[config.mk]
export PLATFORM = sky130hd
export DESIGN_NAME = seq_signed_divider
export DESIGN_NICKNAME = d
export VERILOG_FILES = /design/src/rtl/div_pkg.sv /design/src/rtl/div_step.sv /design/src/rtl/seq_signed_divider.sv
export SDC_FILE = /design/constraint.sdc
export NUM_CORES = 1
export LEC_CHECK = 0
export ABC_AREA = 1
export CAP_MARGIN = 30
export CORE_ASPECT_RATIO = 1.75
export CORE_MARGIN = 1
export CORE_UTILIZATION = 40
export DETAILED_ROUTE_END_ITERATION = 8
export GPL_TIMING_DRIVEN = 0
export SETUP_SLACK_MARGIN = 0.05
export SLEW_MARGIN = 20
export SYNTH_ARGS = -nofsm -noshare
export SYNTH_HDL_FRONTEND = slang
export SYNTH_SLANG_ARGS = --single-unit
[constraint.sdc]
create_clock -name clk -period 3.1 [get_ports clk]
set_input_delay 0.62 -clock clk [delete_from_list [all_inputs] [get_ports clk]]
set_output_delay 0.62 -clock clk [all_outputs]
set_load 0.02 [all_outputs]
[src/rtl/div_pkg.sv]
// Shared definitions for the sequential signed divider: FSM states,
// default operand width and the divide-by-zero quotient pattern.
package div_pkg;

  localparam int unsigned W_DEF = 8;

  typedef enum logic [1:0] {
    IDLE,
    ITER,
    FIX,
    DONE
  } state_t;

  // Quotient reported for a zero divisor: all ones (-1 at any width).
  // Callers truncate to their own width.
  function automatic logic [63:0] dz_quotient();
    return '1;
  endfunction

endpackage

[src/rtl/div_step.sv]
// One radix-2 non-restoring division step on magnitudes.
// The sign of the incoming partial remainder selects subtract or add of the
// divisor; the new quotient bit is the inverted sign of the result.
module div_step #(
  parameter int unsigned W = 8
) (
  input  logic [W:0]   p,
  input  logic [W-1:0] d,
  input  logic         din,
  output logic [W:0]   p_new,
  output logic         q_bit
);

  logic [W:0] p_shift;
  logic [W:0] d_ext;

  // Shift in the next dividend bit, then add or subtract the divisor.
  always_comb begin
    p_shift = {p[W-1:0], din};
    d_ext   = {1'b0, d};
    if (p[W]) begin
      p_new = p_shift + d_ext;
    end else begin
      p_new = p_shift - d_ext;
    end
    q_bit = ~p_new[W];
  end

endmodule

[src/rtl/seq_signed_divider.sv]
// Sequential signed divider, truncating toward zero, one quotient bit per
// clock with a go/over level handshake. Fixed latency of W+2 edges.
// Optional macro DIV_BY_ZERO_FLAG_EN adds the dz output port.
module seq_signed_divider
  import div_pkg::*;
#(
  parameter int unsigned W = W_DEF
) (
  input  logic         clk,
  input  logic         rst,
  input  logic         go,
  input  logic [W-1:0] dividend,
  input  logic [W-1:0] divisor,
  output logic [W-1:0] quotient,
  output logic [W-1:0] remainder,
  output logic         over
`ifdef DIV_BY_ZERO_FLAG_EN
  ,
  output logic         dz
`endif
);

  localparam int unsigned CW = $clog2(W + 1);
  localparam logic [W-1:0] DZ_Q = W'(dz_quotient());

  state_t state, state_n;

  logic [W-1:0] dvd, dvd_n;
  logic [W-1:0] dvs, dvs_n;
  logic [W-1:0] qmag, qmag_n;
  logic [W:0]   p, p_n, p_fix;
  logic [CW-1:0] cnt, cnt_n;
  logic sn, sn_n, sd, sd_n, zd, zd_n;
  logic [W-1:0] quotient_n, remainder_n;
  logic over_n;
  logic [W:0] step_p;
  logic       step_q;
`ifdef DIV_BY_ZERO_FLAG_EN
  logic dz_n;
`endif

  div_step #(.W(W)) u_step (
    .p     (p),
    .d     (dvs),
    .din   (dvd[W-1]),
    .p_new (step_p),
    .q_bit (step_q)
  );

  // Register all state; reset discards any operation in progress.
  always_ff @(posedge clk or posedge rst) begin
    if (rst) begin
      state     <= IDLE;
      dvd       <= '0;
      dvs       <= '0;
      qmag      <= '0;
      p         <= '0;
      cnt       <= '0;
      sn        <= 1'b0;
      sd        <= 1'b0;
      zd        <= 1'b0;
      quotient  <= '0;
      remainder <= '0;
      over      <= 1'b0;
`ifdef DIV_BY_ZERO_FLAG_EN
      dz        <= 1'b0;
`endif
    end else begin
      state     <= state_n;
      dvd       <= dvd_n;
      dvs       <= dvs_n;
      qmag      <= qmag_n;
      p         <= p_n;
      cnt       <= cnt_n;
      sn        <= sn_n;
      sd        <= sd_n;
      zd        <= zd_n;
      quotient  <= quotient_n;
      remainder <= remainder_n;
      over      <= over_n;
`ifdef DIV_BY_ZERO_FLAG_EN
      dz        <= dz_n;
`endif
    end
  end

  // Next-state and datapath update for each FSM state.
  always_comb begin
    state_n     = state;
    dvd_n       = dvd;
    dvs_n       = dvs;
    qmag_n      = qmag;
    p_n         = p;
    cnt_n       = cnt;
    sn_n        = sn;
    sd_n        = sd;
    zd_n        = zd;
    quotient_n  = quotient;
    remainder_n = remainder;
    over_n      = over;
    p_fix       = p[W] ? (p + {1'b0, dvs}) : p;
`ifdef DIV_BY_ZERO_FLAG_EN
    dz_n        = dz;
`endif
    unique case (state)
      IDLE: begin
        if (go) begin
          sn_n    = dividend[W-1];
          sd_n    = divisor[W-1];
          dvd_n   = dividend[W-1] ? -dividend : dividend;
          dvs_n   = divisor[W-1] ? -divisor : divisor;
          zd_n    = (divisor == '0);
          p_n     = '0;
          qmag_n  = '0;
          cnt_n   = CW'(W);
          state_n = ITER;
`ifdef DIV_BY_ZERO_FLAG_EN
          dz_n    = 1'b0;
`endif
        end
      end
      ITER: begin
        // Rotating the dividend feeds its MSB to the step each cycle and
        // leaves the original magnitude in place after W steps, which the
        // divide-by-zero remainder reuses.
        p_n    = step_p;
        qmag_n = {qmag[W-2:0], step_q};
        dvd_n  = {dvd[W-2:0], dvd[W-1]};
        cnt_n  = cnt - CW'(1);
        if (cnt == CW'(1)) begin
          state_n = FIX;
        end
      end
      FIX: begin
        p_n = p_fix;
        if (zd) begin
          quotient_n  = DZ_Q;
          remainder_n = sn ? -dvd : dvd;
        end else begin
          quotient_n  = (sn ^ sd) ? -qmag : qmag;
          remainder_n = sn ? -p_fix[W-1:0] : p_fix[W-1:0];
        end
        over_n  = 1'b1;
        state_n = DONE;
`ifdef DIV_BY_ZERO_FLAG_EN
        dz_n    = zd;
`endif
      end
      DONE: begin
        if (!go) begin
          over_n  = 1'b0;
          state_n = IDLE;
        end
      end
      default: state_n = IDLE;
    endcase
  end

endmodule

==> results.toml <==
[clocking]
cts_made_buffers = 9
clk-insertion-delay-late_ns = 0.33
cts-root-to-sink-buffers = 2
cts_hold_repair.buffers = 0
htree_levels = 3
cts_post_setup_buffers_inserted = 0
clockRootBuffer = "sky130_fd_sc_hd__clkbuf_16"
cts_tree = "yes"
cts_num_sinks = 59
clk_transition_reported_paths_ns = 0.05
post_cts_resize_count = 0

[drt]
initial_detailed_routing_violation_count = 232
firstDrtPassIters = 5
total_number_of_vias = 4086
routed_via_density = 5.33
detail_route.wirelength.met1_um = 4580
maxUsedRoutingLayer = "met4"
avgRoutedWirePerCell_um = 15.3
drc = 0
detail_route.wirelength_um = 11700
drt.antenna.violating_nets = 0
wl_met2_um = 6140
wl_met3_um = 357

[placed_design]
placement.setup.worst_slack_ns = 0.408
globalplace.congestion = 0.881
placement.io_buffers = 35
hpwl_um = 9060

[global_routing]
grt_start_max_net_pins = 54
antenna_found_initial = 0
grt_first_pass_wirelength_um = 18900
grt_pass1_vias = 3934
grt_util_all_layers_pct = 22.4
grt_remaining_overflow = 0

[final_layout]
area_growth_syn_to_layout_pct = 20.0
layout.filler_cells = 1017
final-seq-area_um2 = 1480
insertedDiodeCount = 0
layout_common_cells = "sky130_fd_sc_hd__nand2_1 (121), sky130_fd_sc_hd__inv_1 (84), sky130_fd_sc_hd__dfrtp_1 (59), sky130_fd_sc_hd__o21ai_0 (56), sky130_fd_sc_hd__nor2_1 (50)"
multiInputGateArea_um2 = 2370
final_nets = 683
mostFrequentLayoutCell = "sky130_fd_sc_hd__nand2_1"
final_layout_size_suffix_gt1_share_pct = 6.42

[logic_synthesis]
syn-cell-area_um2 = 4260
netlist_instances = 587
syn_area_per_cell_um2 = 7.25
synth_seq_cells = 59
number_of_distinct_library_cell_variants_in_the_gate_level_netlist_after_synthesis = 43
postSynthNetCount = 636
yosysSeqAreaShare_pct = 34.7
ys_warn_count = 0

[floorplan]
coreArea_um2 = 10300
initial_standard_cell_utilization_of_the_core_pct = 41.3
boundaryPins = 36
die-width_um = 80.0
floorplan.rows = 49
die_h_um = 138
fp.dieArea_um2 = 11100

[sta]
tightestPinTransition_ns = 0.686
slew_viol_final = 0
final-setup-viol-count = 0
finClkSkew_ns = 0.00620
final_period_demand_of_the_worst_path_ns = 2.70
slew_headroom_pct = 54.1
achievable-frequency_mhz = 370
timing.final.ws_setup_ns = 0.397
period_share_pct = 87.2
hold_ws_ns = 0.480
rsz0062_at_grt = "false"
hold_viol = 0

[outcome]
outcome = "complete, no violations"

[critical_path]
r2r-start = "dvs[1]"
worstPathArrival_ns = 2.92
setup.worst_path.class = "flop to flop"
worst-r2r-setup-slack_ns = 0.40
critPathCaptureType = "flop"
required_ns = 3.31
ff2ff_path_depth = 15
critical_path.max_fanout = 4
critical_path_source_type = "flop"
timing.rr.end = "p[7]"

[flow_run]
max-cap-violations = 0

[power_and_ir_drop]
p_per_area_nw_per_um2 = 1220
fin_total_pwr_mw = 6.22
worst_vdd_rail_ir_drop_mv = 0.535
power.static_leakage_nw = 2.49

[min_path]
min_delay_path_depth = 2
min-delay-start = "remainder[4]"
hold-path-endpoint = "remainder[4]"
hold_path_class = "flop to flop"
## synth_stat cells, drive strengths merged
master	n	area share (%)
a21oi	39	4.7
a22o	3	0.62
a22oi	1	0.18
a31oi	8	1.2
a32o	1	0.24
and2	2	0.29
buf	4	0.59
clkbuf	11	0.97
dfrtp	59	35
fa	2	0.94
ha	28	8.2
inv	90	8.0
nand2	126	11
nand3	34	4.6
nand3b	3	0.53
nand4	3	0.44
nor2	52	4.9
nor3	9	1.1
o211ai	4	0.71
o21a	2	0.53
o21ai	61	7.3
o21bai	1	0.18
o221ai	2	0.41
o22a	1	0.21
o22ai	18	2.6
o2bb2ai	1	0.21
o311ai	1	0.21
o41ai	2	0.41
or2	3	0.44
xnor2	2	0.41
xor2	14	2.9
## area by class of cell
| type | instances | area share, % |
|---|---|---|
| Buffer | 15 | 1.30 |
| Clock buffer | 11 | 4.56 |
| Clock inverter | 5 | 1.52 |
| Inverter | 90 | 6.71 |
| Multi-Input combinational cell | 423 | 46.5 |
| Sequential cell | 59 | 28.9 |
| Tap cell | 127 | 3.11 |
| Timing Repair Buffer | 36 | 7.40 |
## worst max path at each step
stage	from	endpoint	cells after the start
2_1_floorplan	dvs[1]	p[7]	15
3_3_place_gp	rst	p[5]	2
3_5_place_dp	dvs[1]	p[7]	15
4_1_cts	dvs[1]	p[7]	15
5_1_grt	dvs[1]	p[8]	16
6_report	dvs[1]	p[7]	15
## power breakdown
part	internal, mW	switching, mW
Combinational	1.37	2.35
Sequential	1.13	0.315
Clock	0.701	0.350
Total	3.20	3.02
## registers in the layout, summed over array words and instances, names as in the netlist
signal     flops
cnt            4
dvd            8
dvs            8
over           1
p              9
qmag           8
quotient       8
remainder      8
sd             1
sn             1
state          2
zd             1
## critical path: stages, from the launching register on
cell	delay, ns
sky130_fd_sc_hd__dfrtp_1	0.42
sky130_fd_sc_hd__inv_1	0.14
sky130_fd_sc_hd__ha_1	0.19
sky130_fd_sc_hd__nand2_1	0.08
sky130_fd_sc_hd__nor2_1	0.14
sky130_fd_sc_hd__nand2_1	0.11
sky130_fd_sc_hd__o21ai_0	0.20
sky130_fd_sc_hd__xnor2_1	0.10
sky130_fd_sc_hd__ha_1	0.32
sky130_fd_sc_hd__inv_1	0.07
sky130_fd_sc_hd__o311ai_0	0.41
sky130_fd_sc_hd__a21oi_1	0.10
sky130_fd_sc_hd__o21ai_0	0.08
sky130_fd_sc_hd__o21ai_0	0.09
sky130_fd_sc_hd__nand2_1	0.08
sky130_fd_sc_hd__nand2_1	0.05
## cells by family (layout without fill, tap and decap cells)
family	after synthesis	after routing	share of synthesized area [%]
flops	59	59	34.7
simple gates	232	232	23.7
buf+inv	105	157	9.55
fa+ha+maj	30	30	9.17
xor+xnor	16	16	3.29
compound gates	145	145	19.6
## layer usage
layer | up-vias | GRT usage [%]
met1 | 1913 | 23.6
met2 | 95 | 40.3
met3 | 33 | 3.70
met4 | 0 | 13.5
met5 | - | 0
li1 | 2045 | -
## metrics by stage
| stage | std cells | TNS (ns) | utilization [%] | area [um2] |
|---|---|---|---|---|
| floorplan | 587 | 0 | - | 4260 |
| global placement | 749 | -6.26 | 46.3 | 4770 |
| detailed placement | 750 | 0 | 46.6 | 4800 |
| CTS | 766 | 0 | 49.6 | 5110 |
| global route | 766 | 0 | 49.6 | 5110 |
| finish | 766 | 0 | 49.6 | 5110 |
Power figures use the tool's default switching activity.
==> RTL change 1 (config.mk and constraints unchanged) <==
The 4 states of `state_t` get a Gray code encoding in 2 bits.
--- a/src/rtl/div_pkg.sv
+++ b/src/rtl/div_pkg.sv
@@ -7,6 +7,6 @@
   typedef enum logic [1:0] {
-    IDLE,
-    ITER,
-    FIX,
-    DONE
+    IDLE = 2'b00,
+    ITER = 2'b01,
+    FIX  = 2'b11,
+    DONE = 2'b10
   } state_t;
Check against the original RTL: no difference found for any inputs over 10 cycles, from zero or initial values and one cycle with rst high; not proved beyond that.
==> RTL change 1 against the original RTL <==
  * First-iteration DRC count decreased by 3.0%
  * Power up 6.1%
  * Highest routed layer unchanged
  * Design area is 3.0% lower
  * Non-clock buffer count fell by 2
  * Die area down 3.1%
  * Maximum frequency rose by 0.71%
  * Sequential cell count stayed put
  * Synthesized area shrank 3.2%
  * Critical endpoint is now p[5]
  * Wire length down 7.4%
  * Hold slack better by 0.0016 ns
  * Sequential power is 3% higher
  * Combinational power up 11%
  * Critical path type unchanged
  * Worst setup slack gained 0.019 ns
==> RTL change 1: results (changes against the original RTL) <==
layout net count -> 635 (-7.0%)
GRT Overall Usage -> 22.3% (-0.16 points)
Pre-antenna DRT Iters -> 4 (-1)
reg2reg setup slack -> 0.42 ns (+0.02 ns)
top post-synthesis cells by area -> dfrtp_1 (36%), nand2_1 (9.2%), ha_1 (7.3%)
Syn Nets -> 588 (-7.5%)
WP data arrival -> 2.87 ns (-0.05 ns)
Seq/Total Area, Yosys -> 35.8% (+1.1 points)
fraction of final layout cells sized beyond drive strength 1 -> 9.75% (+3.3 points)
fin area -> 0.00495 sq mm (-3.0%)
GPL Wtd Cong -> 0.837 (-5.0%)
vias in the first global route -> 3,867 (-1.7%)
Lkg Pwr -> 2.35 nW (-5.6%)
Fillers -> 1,027 (+0.98%)
via count -> 3,797 (-7.1%)
switching share of power -> 49.2% (+0.66 points)
outcome -> completed
largest net degree at the start of global routing -> 57 (+5.6%)
Peak VDD IR -> 0.000522 V (-2.4%)
synth cell count leaders -> nand2_1 (101), inv_1 (76), dfrtp_1 (59)
post-placement cell area -> 0.00466 sq mm (-2.9%)
relative slew slack -> 60.2% (+6.2 points)
GRT met1 Usage -> 22.3% (-1.4 points)
DR iter-0 viols -> 225 (-3.0%)
Netlist cell types -> 40 (-7.0%)
total CTS buffers -> 9 (unchanged)
first-pass GRT wire length -> 17,900 um (-5.4%)
Max FO, Critical Path -> 5 (+1)
post-DP HPWL -> 8540 um (-5.7%)
Post-Route WL -> 10,800 um (-7.4%)
routing usage on met2 -> 42.8% (+2.5 points)
Hold Slack -> 0.481 ns (+0.00162 ns)
grt met3 use -> 3.56% (-0.14 points)
## RTL change 1: changes by cell type after synthesis, moves of 4 or more
| cell | change |
|---|---|
| nor2_1 | -7 |
| o22ai_1 | -5 |
| buf_2 | +4 |
| ha_1 | -4 |
| inv_1 | -9 |
| clkbuf_1 | -5 |
| nand2_2 | +4 |
| a31oi_1 | -4 |
| nand2_1 | -20 |
| o221ai_1 | +5 |
| o21ai_0 | -10 |
## RTL change 1: logic make-up (layout without fill, tap and decap cells)
group                      count (synthesis)  in the layout  synth area share (%)
and+or+nand+nor                          212            212                  23.6
buffers and inverters                     96            148                  9.10
xor gates and xnor gates                  20             20                  4.25
DFF                                       59             59                  35.8
AOI/OAI and AO/OA                        130            130                  19.0
adders and majority gates                 26             26                  8.26
## RTL change 1: path summary, 6_finish.rpt
| check | startpoint | end | cells after the start |
|---|---|---|---|
| max | dvs[1] | p[5] | 14 |
| min | remainder[0] | remainder[0] | 2 |
| max reg2reg | dvs[1] | p[5] | 14 |
| min reg2reg | remainder[0] | remainder[0] | 2 |
| max in group asynchronous | rst | qmag[2] | 3 |
| min in group asynchronous | rst | cnt[0] | 2 |
## RTL change 1: through the flow
step                std cells  setup TNS (ns)  power, mW  setup slack (ns)
floorplan                 543               0       4.50             0.770
global placement          703           -6.51       5.53            -0.118
detailed placement        704               0       5.62             0.434
CTS                       720               0       6.63             0.411
global route              720               0       7.25            0.0953
finish                    720               0       6.60             0.416
## RTL change 1: critical path: stages, from the launching register on
cell and delay (ns):
dfrtp_1 0.40, inv_1 0.15, ha_1 0.19, inv_1 0.04, nor2_1 0.23, o22ai_1 0.14
ha_1 0.35, nand2_1 0.08, nand2_1 0.04, a31oi_1 0.32, o21ai_0 0.14, a21oi_1 0.20
nand2_1 0.08, nand2_1 0.07, o221ai_1 0.10
## RTL change 1: final cells by class
class,count,share of cell area [%]
plain buffers,13,1.29
inverters,83,6.34
clock buffers,10,4.62
multi-input cells,388,45.8
repair buffers,36,7.63
clock inverters,6,1.34
flip-flops and latches,59,29.8
well taps,125,3.16
## RTL change 1: per-layer routing
| metal | up-vias | wire length [um] | share of wire (%) |
|---|---|---|---|
| li1 | 1915 | - | - |
| met1 | 1787 | 4080 | 38 |
| met2 | 68 | 6010 | 55 |
| met3 | 27 | 274 | 2.5 |
| met4 | 0 | 489 | 4.5 |
| met5 | - | 0 | 0 |
## RTL change 1: power by group through the flow
stage,Clock (mW),Combinational [mW],Sequential (mW)
after floorplan,0,2.98,1.53
after global placement,0,4.04,1.49
after detailed placement,0,4.12,1.50
after CTS,0.995,4.15,1.49
after global routing,1.03,4.67,1.54
final,0.980,4.13,1.49
==> RTL change 2 (same flow settings) <==
Without the edit above. The package constant `W_DEF` goes from 8 to 4.
--- a/src/rtl/div_pkg.sv
+++ b/src/rtl/div_pkg.sv
@@ -4,3 +4,3 @@
 
-  localparam int unsigned W_DEF = 8;
+  localparam int unsigned W_DEF = 4;
 
Ports: changed (resized dividend, divisor, quotient and remainder); port bits go from 36 to 20. The function was not compared with the original's and may differ.
==> RTL change 2 against the original RTL <==
  * Design area down 49%
  * Largest power group unchanged
  * Wire length is 57% lower
  * Power decreased by 55%
  * Die area is 47% lower
  * Hold slack gained 0.0072 ns
  * Worst setup slack better by 0.42 ns
  * Via count decreased by 52%
  * Sequential cell count is 25 lower
  * Synthesized area fell by 47%
  * Critical path type unchanged
==> RTL change 2: results (changes against the original RTL) <==
GRT Overall Usage -> 19.5% (-2.9 points)
largest net degree at the start of global routing -> 35 (-35%)
H-tree Lvls -> 2 (-1)
layout net count -> 348 (-49%)
Place WS -> 0.786 ns (+0.378 ns)
max reg flops -> 5 (-4)
Flop pwr share -> 28.4% (+5.2 points)
fin crit share -> 73.7% (-14 points)
relative slew slack -> 52.0% (-2.1 points)
R2R depth -> 11 (-4)
fraction of final layout cells sized beyond drive strength 1 -> 8.86% (+2.4 points)
outcome -> completed
Slowest-stage cell, CP -> fa_1
routed wl met2 -> 2670 um (-56%)
Peak VDD IR -> 0.000584 V (+9.2%)
via count -> 1,968 (-52%)
Clk power -> 0.346 mW (-67%)
Lkg Pwr -> 1.28 nW (-48%)
routed length on met1 -> 2080 um (-55%)
hold_sp -> qmag[0]
synth cell count leaders -> nand2_1 (52), inv_1 (48), dfrtp_1 (34)
first-pass GRT wire length -> 8600 um (-55%)
total CTS buffers -> 5 (-4)
P_int -> 1.45 mW (-55%)
Hold Slack -> 0.487 ns (+0.00717 ns)
## RTL change 2: cell types whose count changed in the layout (fill, tap and decap cells not counted), moves of 8 or more
cell	delta
a21oi_1	-21
clkbuf_1	-13
clkbuf_16	-9
clkdlybuf4s50_1	-16
dfrtp_1	-25
ha_1	-8
inv_1	-37
nand2_1	-69
nand3_1	-18
nor2_1	-29
o21ai_0	-23
o22ai_1	-11
xor2_1	-8
## RTL change 2: area by class of cell
cell class	instances	area, sq um
Buffer	4	18.8
Clock buffer	6	82.6
Clock inverter	2	12.5
Fill cell	560	2730
Inverter	53	199
Multi-Input combinational cell	198	1170
Sequential cell	34	851
Tap cell	74	92.6
Timing Repair Buffer	19	190
## RTL change 2: logic make-up after synthesis
kind of cell	count (synthesis)	share of synthesized area [%]
AND/OR/NAND/NOR	96	18.2
AO/OA/AOI/OAI	73	18.4
buffers and inverters	57	9.72
flip-flops	34	38.0
adder cells (fa/ha/maj)	22	13.0
XOR/XNOR	7	2.74
